--- config.mk ---
export PLATFORM = sky130hd
export DESIGN_NAME = mem_master
export DESIGN_NICKNAME = d
export VERILOG_FILES = /design/src/rtl/mem_master.sv
export SDC_FILE = /design/constraint.sdc
export NUM_CORES = 1
export LEC_CHECK = 0
export ABC_AREA = 1
export CORE_MARGIN = 10
export CORE_UTILIZATION = 44
export DETAILED_ROUTE_END_ITERATION = 10
export PLACE_DENSITY = 0.79
export RECOVER_POWER = 50
export SETUP_SLACK_MARGIN = 0.15
export SLEW_MARGIN = 25
export SYNTH_ARGS = -nofsm -noshare
export SYNTH_HDL_FRONTEND = slang
export SYNTH_SLANG_ARGS = --single-unit
--- constraint.sdc ---
create_clock -name clk -period 1.71 [get_ports clk]
set_input_delay 0.2565 -clock clk [delete_from_list [all_inputs] [get_ports clk]]
set_output_delay 0.2565 -clock clk [all_outputs]
set_load 0.05 [all_outputs]
--- src/rtl/mem_master.sv ---
// Initiator for the start/rwn/ready memory handshake: single-word load/store and 2-word read burst.
// Optional BUSY watchdog enabled by defining MEM_MASTER_TIMEOUT_EN.
module mem_master #(
  parameter int unsigned ADDR_W  = 8,
  parameter int unsigned DATA_W  = 16,
  parameter int unsigned TIMEOUT = 16
) (
  input  logic                clk,
  input  logic                reset,
  input  logic                req_valid,
  output logic                req_ready,
  input  logic                req_rwn,
  input  logic                req_burst,
  input  logic [ADDR_W-1:0]   req_addr,
  input  logic [DATA_W-1:0]   req_wdata,
  output logic                resp_valid,
  output logic [2*DATA_W-1:0] resp_rdata,
  output logic                resp_err,
  output logic                mem_start,
  output logic                mem_rwn,
  output logic [ADDR_W-1:0]   mem_address,
  output logic [DATA_W-1:0]   mem_data_in,
  input  logic [DATA_W-1:0]   mem_data_out,
  input  logic                mem_ready
);

  localparam int unsigned CNT_W = 16;

  typedef enum logic [1:0] {
    IDLE  = 2'd0,
    ISSUE = 2'd1,
    BUSY  = 2'd2,
    RESP  = 2'd3
  } state_t;

  state_t              state_q, state_d;
  logic [ADDR_W-1:0]   addr_d;
  logic                rwn_d;
  logic [DATA_W-1:0]   wdata_d;
  logic                burst_q, burst_d;
  logic                idx_q, idx_d;
  logic [DATA_W-1:0]   word0_q, word0_d;
  logic [2*DATA_W-1:0] rdata_d;
  logic                err_d;
  logic                timeout_c;

  // A memory still finishing a pre-reset access must block new requests.
  assign req_ready = (state_q == IDLE) & mem_ready;

`ifdef MEM_MASTER_TIMEOUT_EN
  logic [CNT_W-1:0] busy_cnt_q, busy_cnt_d;

  // Consecutive BUSY cycles without mem_ready for the current word.
  always_comb begin
    busy_cnt_d = busy_cnt_q;
    if (state_q == ISSUE) begin
      busy_cnt_d = '0;
    end else if ((state_q == BUSY) && !mem_ready) begin
      busy_cnt_d = busy_cnt_q + CNT_W'(1);
    end
  end

  assign timeout_c = (state_q == BUSY) && !mem_ready &&
                     (busy_cnt_q == CNT_W'(TIMEOUT - 1));

  always_ff @(posedge clk) begin
    if (!reset) begin
      busy_cnt_q <= '0;
    end else begin
      busy_cnt_q <= busy_cnt_d;
    end
  end
`else
  logic [CNT_W-1:0] timeout_unused;
  assign timeout_unused = CNT_W'(TIMEOUT);
  assign timeout_c      = 1'b0;
`endif

  // Next-state and next-register values.
  always_comb begin
    state_d = state_q;
    addr_d  = mem_address;
    rwn_d   = mem_rwn;
    wdata_d = mem_data_in;
    burst_d = burst_q;
    idx_d   = idx_q;
    word0_d = word0_q;
    rdata_d = resp_rdata;
    err_d   = 1'b0;

    case (state_q)
      IDLE: begin
        if (req_valid && req_ready) begin
          addr_d  = req_addr;
          rwn_d   = req_rwn;
          wdata_d = req_wdata;
          burst_d = req_burst & req_rwn;
          idx_d   = 1'b0;
          state_d = ISSUE;
        end
      end
      ISSUE: begin
        state_d = BUSY;
      end
      BUSY: begin
        if (mem_ready) begin
          if (burst_q && !idx_q) begin
            word0_d = mem_data_out;
            idx_d   = 1'b1;
            addr_d  = ADDR_W'(mem_address + ADDR_W'(1));
            state_d = ISSUE;
          end else begin
            if (mem_rwn) begin
              rdata_d = burst_q ? {word0_q, mem_data_out}
                                : {DATA_W'(0), mem_data_out};
            end
            state_d = RESP;
          end
        end else if (timeout_c) begin
          err_d   = 1'b1;
          state_d = RESP;
        end
      end
      RESP: begin
        state_d = IDLE;
      end
      default: begin
        state_d = IDLE;
      end
    endcase
  end

  // State and output registers; reset aborts any transaction silently.
  always_ff @(posedge clk) begin
    if (!reset) begin
      state_q     <= IDLE;
      mem_address <= '0;
      mem_rwn     <= 1'b1;
      mem_data_in <= '0;
      burst_q     <= 1'b0;
      idx_q       <= 1'b0;
      word0_q     <= '0;
      resp_rdata  <= '0;
      resp_err    <= 1'b0;
      resp_valid  <= 1'b0;
      mem_start   <= 1'b0;
    end else begin
      state_q     <= state_d;
      mem_address <= addr_d;
      mem_rwn     <= rwn_d;
      mem_data_in <= wdata_d;
      burst_q     <= burst_d;
      idx_q       <= idx_d;
      word0_q     <= word0_d;
      resp_rdata  <= rdata_d;
      resp_err    <= err_d;
      resp_valid  <= (state_d == RESP);
      mem_start   <= (state_d == ISSUE);
    end
  end

endmodule

==> metrics <==
P_leak=1.513 nW; wire per inst=13.89 µm; critical path required time=1.45 ns; pre-CTS WS=-0.007985 ns; Core ar.=6719 µm²; Seq/Total Area, Yosys=52.40%; Avg Cell Area, Syn=7.452 µm²; number of design rule violations left after detail routing=0; commonest cells in the synthesized netlist=nor2_1, nand2_1, dfxtp_1; Placement Rows=30; Async SR Flop Fraction=0%; CTS Root Buffer Type=clkbuf_8; critical path type=primary input to output port; launching element type of the critical path=primary input; area share of the largest cell type after synthesis=52.40%; Hold-fix buffers, CTS=0; most used standard cell by instance count after synthesis=nor2_1; DR pass1 iterations=4; status=completed; largest cells by area after synthesis=dfxtp_1, nor2_1, nand2_1; CTS max path bufs=2; final hold vios=0; top flip-flop cell by instance count after synthesis=dfxtp_1; overall power=4.012 mW; net count reported at finish=558; worst hold path class=flip-flop to flip-flop; estimated wirelength of the detail-placed design=6290 µm; Slowest cell on crit path=clkdlybuf4s50_1; total vias in the final route=2907; count of flip-flops with a built-in enable after synthesis=0; summed negative setup slack over all endpoints=0 ns; number of slew-limit violations in the final report=0; total die area=10570 µm²; Hold Path Stages=2; layout cell share with drive strength beyond 1=9.109%; Worst IR Drop VDD=0.0004194 V; number of global-route vias before repair=2722; DRT Wirelength=8281 µm; timing-limited maximum frequency=662.3 MHz; synthesized netlist net count=452; global route total overflow=0; clock latency of the later-clocked register in the worst-skew pair=0.34 ns; number of violations of the max-capacitance limit=0; signal arrival time at the worst endpoint=1.25 ns; Slew @ Worst Pin=0.6411 ns; maximum number of pins on one net before global-route repair=33; Top Ports=107; first-pass GRT wire length=13020 µm; Setup Fix Bufs, Post-CTS=0; area growth from synthesis to final layout=34.87%; final weighted congestion of routability-driven global placement=0.8253; slowest cell delay on critical path=0.53 ns; height of the die=102.8 µm; synth unique cells=22; CTS tree=built; count of input and output buffers=105; post-synthesis sequential element count=79; clock slew at reported path FFs=0.08 ns; Synth area leader=dfxtp_1; final worst path period need=1.510 ns; number of clock sinks seen by CTS=79; headroom to the max-slew limit=57.45%; Worst Clk Skew=0.007587 ns; # setup viols final=0; power density normalized to cell area=985.6 nW/µm²; fill count=628; Gate Count Post-Synth=405; crit path setup slack, layout=0.2000 ns; antenna violations before repair=0; Mapped Area=3018 µm²; CTS Buf Count=9; post-cts sizing count=0; antenna diode count=0; unrepaired setup endpoints after global routing=false; cell breakdown of the critical path=clkdlybuf4s50_1 > inv_2 > nor2_1 > buf_12; kind of capture point of the worst setup path=output port; CTS HTree Levels=3; Final period util=88.30%; remaining number of nets flagged by the antenna check after routing=0; via density per instance=4.878; Die X-Extent=102.8 µm; final hold slack=0.4644 ns; starting density of the core=44.92%; path depth of the worst reg2reg path=8; GRT Util Overall=15.40%; Critical Path Fanout Max=3; DRT iter0 DRCs=130; number of warnings reported in the yosys synthesis log=0
==> metal layers <==
layer / global-route usage (%) / part of all wire [%] / up-vias
met4: 7.273 / 1.3 / 0
met2: 23.80 / 47 / 84
li1: - / - / 1519
met3: 3.753 / 6.8 / 8
met5: 0 / 0 / -
met1: 19.76 / 45 / 1296
==> registers in the layout, indices dropped and copies added, names as in the netlist, 2 cells and up <==
register,count
resp_rdata,32
mem_data_in,16
word0_q,16
mem_address,8
state_q,2
==> kinds of logic (layout without fill, tap and decap cells) <==
group,after synthesis,in the layout,synth area share [%]
compound gates,83,83,13.76
xor+xnor,1,1,0.2903
buf+inv,40,151,5.846
flops,79,79,52.40
fa+ha+maj,1,1,0.4145
simple gates,200,200,27.16
other cells,1,1,0.1243
==> per-stage QoR <==
stage	area (µm²)	instances	util, %
CTS	4270	596	63.56
finish	4070	596	60.58
floorplan	3018	405	-
detailed placement	4058	580	60.39
global route	4070	596	60.58
global placement	4058	580	60.39
==> power breakdown <==
group          leakage [nW]  switching, mW  internal (mW)
registers             0.640         0.0401           1.89
clock network         0.104          0.652          0.826
logic                 0.769          0.385          0.215
total                  1.51           1.08           2.93
==> critical path, delay by kind of cell <==
family        cells  cell delay [ns]
buf+inv           3             0.77
simple gates      1             0.22
==> cell type report <==
| class | count | area [µm²] | area share (%) |
|---|---|---|---|
| sequential | 79 | 1582 | 38.86 |
| multi-input combinational | 286 | 1254 | 30.80 |
| timing repair buffer | 119 | 862.1 | 21.18 |
| clock buffer | 11 | 131.4 | 3.228 |
| tap | 80 | 100.1 | 2.459 |
| clock inverter | 5 | 81.33 | 1.998 |
| inverter | 16 | 60.06 | 1.476 |
==> final timing paths <==
| check | start | end | slack, ns |
|---|---|---|---|
| worst max-delay path | mem_ready | req_ready | 0.20 |
| worst min-delay path | mem_data_in[4] | mem_data_in[4] | 0.46 |
| worst max register to register | state_q[0] | word0_q[12] | 0.33 |
| worst min register to register | mem_data_in[4] | mem_data_in[4] | 0.46 |
==> layout by cell type (no fill, tap or decap) <==
master	netlist	routed
clkbuf_1	10	53
buf_12	0	4
a21oi_1	42	42
clkinv_1	1	1
o21ai_1	3	3
nor3_1	2	2
clkbuf_2	0	1
ha_1	1	1
nor2_1	87	87
xnor2_1	1	1
nor2_4	2	2
inv_1	10	10
inv_6	0	1
nand4_1	0	1
dfxtp_1	79	79
bufinv_16	0	2
nand3_2	1	1
inv_2	5	5
clkinvlp_4	0	1
clkdlybuf4s50_1	0	45
nand2_1	80	80
clkbuf_8	0	9
conb_1	1	1
buf_4	4	18
o21ai_0	38	38
nand2_2	2	2
clkinv_2	0	1
nand3_1	25	25
Power figures use the tool's default switching activity.
